$ cat src/rtl/alu_pkg.sv
`default_nettype none
// ============================================================================
// Module   : alu_pkg
// Brief    : Shared types and helpers for the ALU operand-source selector.
// Revision : 1.0  - initial release
// ============================================================================
package alu_pkg;

    typedef enum logic [1:0] {
        EMPTY = 2'd0,
        ONE   = 2'd1,
        FULL  = 2'd2
    } skid_state_t;

    // Select width for a given source count; a 1-bit floor keeps ports legal.
    function automatic int sel_width(input int num_src);
        return (num_src > 2) ? $clog2(num_src) : 1;
    endfunction

endpackage
`default_nettype wire

$ cat src/rtl/operand_skid_buf.sv
`default_nettype none
// ============================================================================
// Module   : operand_skid_buf
// Brief    : Two-entry valid/ready skid buffer (head + skid register).
// Revision : 1.0  - initial release
// ============================================================================
module operand_skid_buf
    import alu_pkg::*;
#(
    parameter int WIDTH = 8
) (
    input  logic             clk,
    input  logic             rst,
    input  logic             i_valid,
    input  logic [WIDTH-1:0] i_data,
    output logic             o_ready,
    output logic             o_valid,
    output logic [WIDTH-1:0] o_data,
    input  logic             i_ready
);

    skid_state_t      r_state;
    skid_state_t      w_state_nxt;
    logic [WIDTH-1:0] r_head;
    logic [WIDTH-1:0] r_skid;
    logic [WIDTH-1:0] w_head_nxt;
    logic [WIDTH-1:0] w_skid_nxt;
    logic             w_accept;
    logic             w_drain;

    // Ready depends on state alone so upstream never sees a combinational loop.
    assign o_ready  = (r_state != FULL);
    assign o_valid  = (r_state != EMPTY);
    assign o_data   = r_head;
    assign w_accept = i_valid & o_ready;
    assign w_drain  = o_valid & i_ready;

    always_comb begin
        w_state_nxt = r_state;
        w_head_nxt  = r_head;
        w_skid_nxt  = r_skid;
        case (r_state)
            EMPTY: begin
                if (w_accept) begin
                    w_state_nxt = ONE;
                    w_head_nxt  = i_data;
                end
            end
            ONE: begin
                if (w_accept && !w_drain) begin
                    w_state_nxt = FULL;
                    w_skid_nxt  = i_data;
                end else if (w_accept && w_drain) begin
                    w_head_nxt  = i_data;
                end else if (w_drain) begin
                    w_state_nxt = EMPTY;
                end
            end
            FULL: begin
                if (w_drain) begin
                    w_state_nxt = ONE;
                    w_head_nxt  = r_skid;
                end
            end
            default: begin
                w_state_nxt = EMPTY;
            end
        endcase
    end

    always_ff @(posedge clk) begin
        if (rst) begin
            r_state <= EMPTY;
            r_head  <= '0;
            r_skid  <= '0;
        end else begin
            r_state <= w_state_nxt;
            r_head  <= w_head_nxt;
            r_skid  <= w_skid_nxt;
        end
    end

endmodule
`default_nettype wire

$ cat src/rtl/alu_src_select.sv
`default_nettype none
// ============================================================================
// Module   : alu_src_select
// Brief    : Registered operand-source selector with forwarding override,
//            sticky illegal-select flag and a 2-entry skid buffer.
// Revision : 1.0  - initial release
// ============================================================================
module alu_src_select
    import alu_pkg::*;
#(
    parameter int WIDTH   = 8,
    parameter int NUM_SRC = 4,
    parameter int SEL_W   = sel_width(NUM_SRC)
) (
    input  logic                     CLK,
    input  logic                     Reset,
    input  logic [NUM_SRC*WIDTH-1:0] Sources,
    input  logic [SEL_W-1:0]         Sel,
    input  logic                     FwdEn,
    input  logic [WIDTH-1:0]         FwdData,
    input  logic                     InValid,
    output logic                     InReady,
    output logic [WIDTH-1:0]         SAMux,
    output logic                     OutValid,
    input  logic                     OutReady,
    output logic                     SelErr
);

    logic [WIDTH-1:0] w_src_word;
    logic [WIDTH-1:0] w_word;
    logic             w_sel_ok;
    logic             w_accept;
    logic             r_sel_err;

    assign w_sel_ok = (32'(Sel) < NUM_SRC);

    // Out-of-range selects match no source and fall through to zero.
    always_comb begin
        w_src_word = '0;
        for (int k = 0; k < NUM_SRC; k++) begin
            if (Sel == SEL_W'(k)) begin
                w_src_word = Sources[k*WIDTH +: WIDTH];
            end
        end
    end

    assign w_word   = FwdEn ? FwdData : w_src_word;
    assign w_accept = InValid & InReady;

    // Forwarding replaces the data but still reports a bad select.
    always_ff @(posedge CLK) begin
        if (Reset) begin
            r_sel_err <= 1'b0;
        end else if (w_accept && !w_sel_ok) begin
            r_sel_err <= 1'b1;
        end
    end

    assign SelErr = r_sel_err;

    operand_skid_buf #(
        .WIDTH (WIDTH)
    ) u_skid_buf (
        .clk     (CLK),
        .rst     (Reset),
        .i_valid (InValid),
        .i_data  (w_word),
        .o_ready (InReady),
        .o_valid (OutValid),
        .o_data  (SAMux),
        .i_ready (OutReady)
    );

endmodule
`default_nettype wire
$ cat config.mk
export PLATFORM = sky130hd
export DESIGN_NAME = alu_src_select
export DESIGN_NICKNAME = d
export VERILOG_FILES = /design/src/rtl/alu_pkg.sv /design/src/rtl/operand_skid_buf.sv /design/src/rtl/alu_src_select.sv
export SDC_FILE = /design/constraint.sdc
export NUM_CORES = 1
export LEC_CHECK = 0
export CAP_MARGIN = 20
export CORE_UTILIZATION = 44
export DETAILED_ROUTE_END_ITERATION = 8
export PLACE_DENSITY = 0.84
export SYNTH_ARGS = -nofsm -noshare
export SYNTH_HDL_FRONTEND = slang
export SYNTH_SLANG_ARGS = --single-unit
$ cat constraint.sdc
create_clock -name CLK -period 3.05 [get_ports CLK]
set_clock_uncertainty 0.15 [all_clocks]
set_input_delay 0.61 -clock CLK [delete_from_list [all_inputs] [get_ports CLK]]
set_output_delay 0.61 -clock CLK [all_outputs]
set_load 0.02 [all_outputs]
* Word level (Yosys, flattened, before mapping)
Cells that the tools add are included.
** Word-level totals
- Bits in registers :: 18
- Output and inout bits :: 11
- Logic and storage cells :: 43
- Input bits :: 47
** Cells by class
- Eq/ne operators :: 12
- Muxes and demuxes :: 16
- Reductions and logical operators :: 10
- Bitwise operators :: 2
** Operators with widths (number)
- $mux 8 :: 9
- $pmux 8 s3 :: 1
- $mux 2 :: 5
- $eq 2x2->1 const B :: 3
- $ne 2x1->1 const B :: 3
- $pmux 2 s3 :: 1
- $reduce_and 5->1 :: 1
- $eq 2x1->1 const B :: 2
- $logic_not 2->1 :: 2
- $ne 2x2->1 const B :: 2
- $reduce_and 4->1 :: 1
- $ne 3x1->1 const B :: 1
- $ne 3x2->1 const B :: 1
- $reduce_bool 3->1 :: 1
- $and 1x1->1 :: 2
- $logic_and 1x1->1 :: 2
- $reduce_and 2->1 :: 1
- $reduce_bool 2->1 :: 1
- $logic_not 1->1 :: 1

* Depth between registers and ports, before layout
- Depth after elaboration :: 9
- Depth in mapped cells :: 6
- Gate-level depth less buffers :: 4

* By module
A second synthesis with hierarchy kept.
** Unflattened totals
- Cells, all modules :: 129
- Area total of the unflattened synthesis :: 1272.5 um^2
** By module, submodules not included
- operand_skid_buf :: instances 1, cells an instance 80, sequential area each 360.3 um^2, area an instance 864.6 um^2
- alu_src_select :: instances 1, cells an instance 49, sequential area each 0.0 um^2, area an instance 407.9 um^2

* Worst setup path after synthesis
Ideal clock, no wire load.
- Path type :: input to register
- Start :: input port Sel[1]
- End :: register u_skid_buf.r_skid[3]
- Path slack :: 1.149 ns
- Arrival :: 1.684 ns
- Required time :: 2.833 ns
- Buffers on the path :: 2
- Setup time :: 0.067 ns
- Stages on the path :: 6
- Cells stage by stage :: buf_6 > nor2b_4 > buf_6 > a32o_1 > or3_1 > a21oi_2
** Between the ends
- Word-level cells in the longest chain between the ends :: 6
- Elaborated cells on any way between the ends :: 9
- Those cells by class :: eq/ne: 3; mux: 5; reduce/logical: 1
** RTL lines
- start, declared :: RTL line alu_src_select.sv:18 : input logic [SEL_W-1:0] Sel,
- $logic_not 2->1 :: RTL line alu_src_select.sv:41 : if (Sel == SEL_W'(k)) begin
- $mux 8 (3 in series) :: RTL line alu_src_select.sv:41
- $mux 8 (*) :: RTL line alu_src_select.sv:41
- $mux 8 (*) :: RTL line alu_src_select.sv:47 : assign w_word = FwdEn ? FwdData : w_src_word;
- end signal, assigned :: RTL line operand_skid_buf.sv:79 : r_skid <= w_skid_nxt;
- end, declared :: RTL line operand_skid_buf.sv:25 : logic [WIDTH-1:0] r_skid;
Mark *: on every way between the ends. The rest lies on a longest branch, timed or not.
A chain may end at the register's enable or synchronous reset.

* Final worst setup path
- Start :: register u_skid_buf.r_state[0]
- End :: output port InReady
** Between the ends
- Word-level cells in the longest chain between the ends :: 1
** RTL lines
- start, declared :: RTL line operand_skid_buf.sv:22 : skid_state_t r_state;
- start signal, assigned :: RTL line operand_skid_buf.sv:77 : r_state <= w_state_nxt;
- $ne 2x2->1 :: RTL line operand_skid_buf.sv:32 : assign o_ready = (r_state != FULL);
- end, declared :: RTL line alu_src_select.sv:22 : output logic InReady,
Every way passes these cells.

==> summary.md <==
| Metric | Value |
|---|---|
| Total gr overflow | `0` |
| DRC | `0` |
| Clock tree buffer depth | `2` |
| Simple-gate share of the synthesized area | `between 20% and 30%` |
| Area Growth Syn to Fin | `45.6%` |
| First-pass GRT wire length | `between 5 and 6 mm` |
| Layout cells sized above 1 | `5.80%` |
| Post-route insts no fill | `238` |
| Post-synthesis xor/xnor area fraction | `0%` |
| Worst-margin pin slew | `between 0.5 and 0.6 ns` |
| Gr usage total | `a little under a quarter` |
| CP max FO | `14` |
| Vias in the first global route | `approximately 1,300` |
| Die H | `around 56 um` |
| Cell taking the most area after synthesis | `dfxtp_1` |
| Hold_buf cts | `0` |
| Vias | `approximately 1,400` |
| Complex-gate fraction of the synthesized area | `35.7%` |
| Ports | `58` |
| Row Count | `19` |
| PwrDens | `356 nW/um^2` |
| Final setup fails | `0` |
| Nets | `~260` |
| Synth Area in Adders | `0%` |
| Hold Slack | `0.307 ns` |
| Clk Latency, worst-skew pair | `0.28 ns` |
| Part of the cycle the worst path needs | `81.3%` |
| Yosys warns | `0` |
| Antenna viol nets, final | `0` |
| Slew Limit Headroom | `65.3%` |
| Crit Path Class | `reg2out` |
| DIE WIDTH | `roughly 56 um` |
| Worst EP arrival | `1.72 ns` |
| Multiplexer area fraction after synthesis | `between 6 and 7%` |
| CTS tree | `built` |
| H-tree depth | `1` |
| Worst hold-check path type | `reg2reg` |
| Peak supply drop | `309 uV` |
| Router iterations before antenna repair | `4` |
| Clock root buffer | `clkbuf_4` |
| CTS resizes | `0` |
| Final Slew Violations | `0` |
| Crit path time final | `between 2 and 2.5 ns` |
| Setup Fix Bufs, Post-CTS | `0` |
| Clock transition at path regs | `0.11 ns` |
| Setup total negative slack | `0 ns` |
| Syn Std Cell Area | `approximately 1300 sq um` |
| Sequential area share after synthesis | `28.4%` |
| DRT iter0 DRCs | `46` |
| DR WL/cell | `15.0 um` |
| Vias per inst | `between 5 and 6` |
| Largest net degree at the start of global routing | `33` |
| Syn Area/Cell | `a little over 8 sq um` |
| Status | `finished clean` |
| Sink Count | `18` |
| Ant. Diodes | `0` |
| Max Fclk | `around 0.40 GHz` |
| Max-Cap Viols | `0` |
| Top cell type's share of synthesized area | `28.4%` |
| Gpl congestion | `0.817` |
| Critical path required time | `about 2.3 ns` |
| Initial Utilization | `46.4%` |
| Initial antenna violation count | `0` |
| Post-synthesis cell count | `around 160` |
| RSZ-0062 raised after global routing | `no` |
| Top post-synthesis cells by area | `dfxtp_1 28%, a21oi_1 13%, mux2i_1 6.3%` |
| Largest family of logic cells by synthesized area | `compound AO/OA/AOI/OAI gates` |
| Die Area | `a little over 3000 sq um` |
| PortBufs | `between 50 and 60` |
| Yosys reg bits | `18` |
| Filler cells | `207` |
| Post-Place Cells | `between 200 and 250` |
| Final hold viol count | `0` |
| Startpoint Class | `register` |
| Area of the core | `~2700 sq um` |
| Synthesized net count | `204` |
| Leak Pwr | `around 0.00067 uW` |
| Tot Pwr | `658 uW` |
| Final wirelength | `3.57 mm` |
| Post-synthesis cell type count | `27` |
| Post-DP HPWL | `between 2 and 3 mm` |
| Num CTS Buffers | `3` |
| CP Capture Type | `output port` |
==> path summary, 6_finish.rpt <==
path / start / to / slack, ns / depth (start not counted)
worst max-delay path: u_skid_buf.r_state[0]$_SDFFE_PP0P_ / InReady / 0.57 / 2
worst min register to register: u_skid_buf.r_skid[2]$_SDFFE_PP0P_ / u_skid_buf.r_skid[2]$_SDFFE_PP0P_ / 0.31 / 2
worst max register to register: u_skid_buf.r_state[1]$_SDFFE_PP0P_ / u_skid_buf.r_skid[4]$_SDFFE_PP0P_ / 1.02 / 4
worst min-delay path: u_skid_buf.r_skid[2]$_SDFFE_PP0P_ / u_skid_buf.r_skid[2]$_SDFFE_PP0P_ / 0.31 / 2
==> logic make-up after synthesis <==
logic type      count (synthesis)
flops                          18
other cells                     1
buf+inv                        15
mux                             8
simple gates                   47
compound gates                 68
==> power by group <==
part           leakage [uW]  switching (uW)  internal (uW)
combinational      0.000501             109            134
clock             0.0000210            71.6           72.5
sequential         0.000148            15.2            256
==> stage by stage <==
stage / area [sq um] / setup slack, ns / util, %
2_1_floorplan: 1270 / 1.15 / -
3_3_place_gp: 1810 / 0.591 / 66.2
3_5_place_dp: 1810 / 0.466 / 66.2
4_1_cts: 1850 / 0.575 / 67.5
5_1_grt: 1850 / 0.504 / 67.5
6_report: 1850 / 0.570 / 67.5
==> state kept, by name, summed over array words and instances (netlist names) <==
register / flops
u_skid_buf.r_skid: 8
u_skid_buf.r_state: 2
u_skid_buf.o_data: 8
==> synthesized netlist by cell type <==
master and count:
nor2_1 2, a21oi_2 1, dfxtp_1 18, o31ai_1 8, buf_2 4, clkbuf_1 6
conb_1 1, nand2_1 13, a21o_1 2, a21oi_1 32, buf_8 1, and2b_1 1
buf_4 1, a32o_1 1, or3_1 8, inv_1 1, or2_2 1, nor2b_4 1
or3b_2 1, o32ai_1 8, a211oi_1 1, a22o_1 7, o21a_1 8, buf_6 2
nand3b_1 9, mux2i_1 8, nand2b_1 11
==> metal layers <==
metal / wire length [um] / vias up / GRT usage (%) / part of all wire [%]
li1: - / 686 / - / -
met1: 1520 / 646 / 27.1 / 43
met2: 1750 / 70 / 42.5 / 49
met3: 243 / 4 / 3.72 / 6.8
met4: 53 / 0 / 9.29 / 1.5
met5: 0 / - / 0 / 0
==> placed cells by master (no fill, tap or decap), types with 9 or more instances in the layout <==
master           netlist  routed
a21oi_1               32      32
clkdlybuf4s50_1        0      56
nand2_1               13      13
dfxtp_1               18      18
nand3b_1               9       9
nand2b_1              11      11
==> worst max-delay path, cell delays in order, from the launching register on <==
cell and delay [ns]:
dfxtp_1 0.61, nand2b_1 0.21, clkdlybuf4s50_1 0.61
==> final cells by class <==
type                       count  area, sq um  area share [%]
multi-input combinational    124          816            44.2
clock buffer                   4         36.3            1.97
inverter                       1         3.75           0.203
tap                           31         38.8            2.10
timing repair buffer          60          591            32.0
sequential                    18          360            19.5
(Power assumes the default switching activity.)
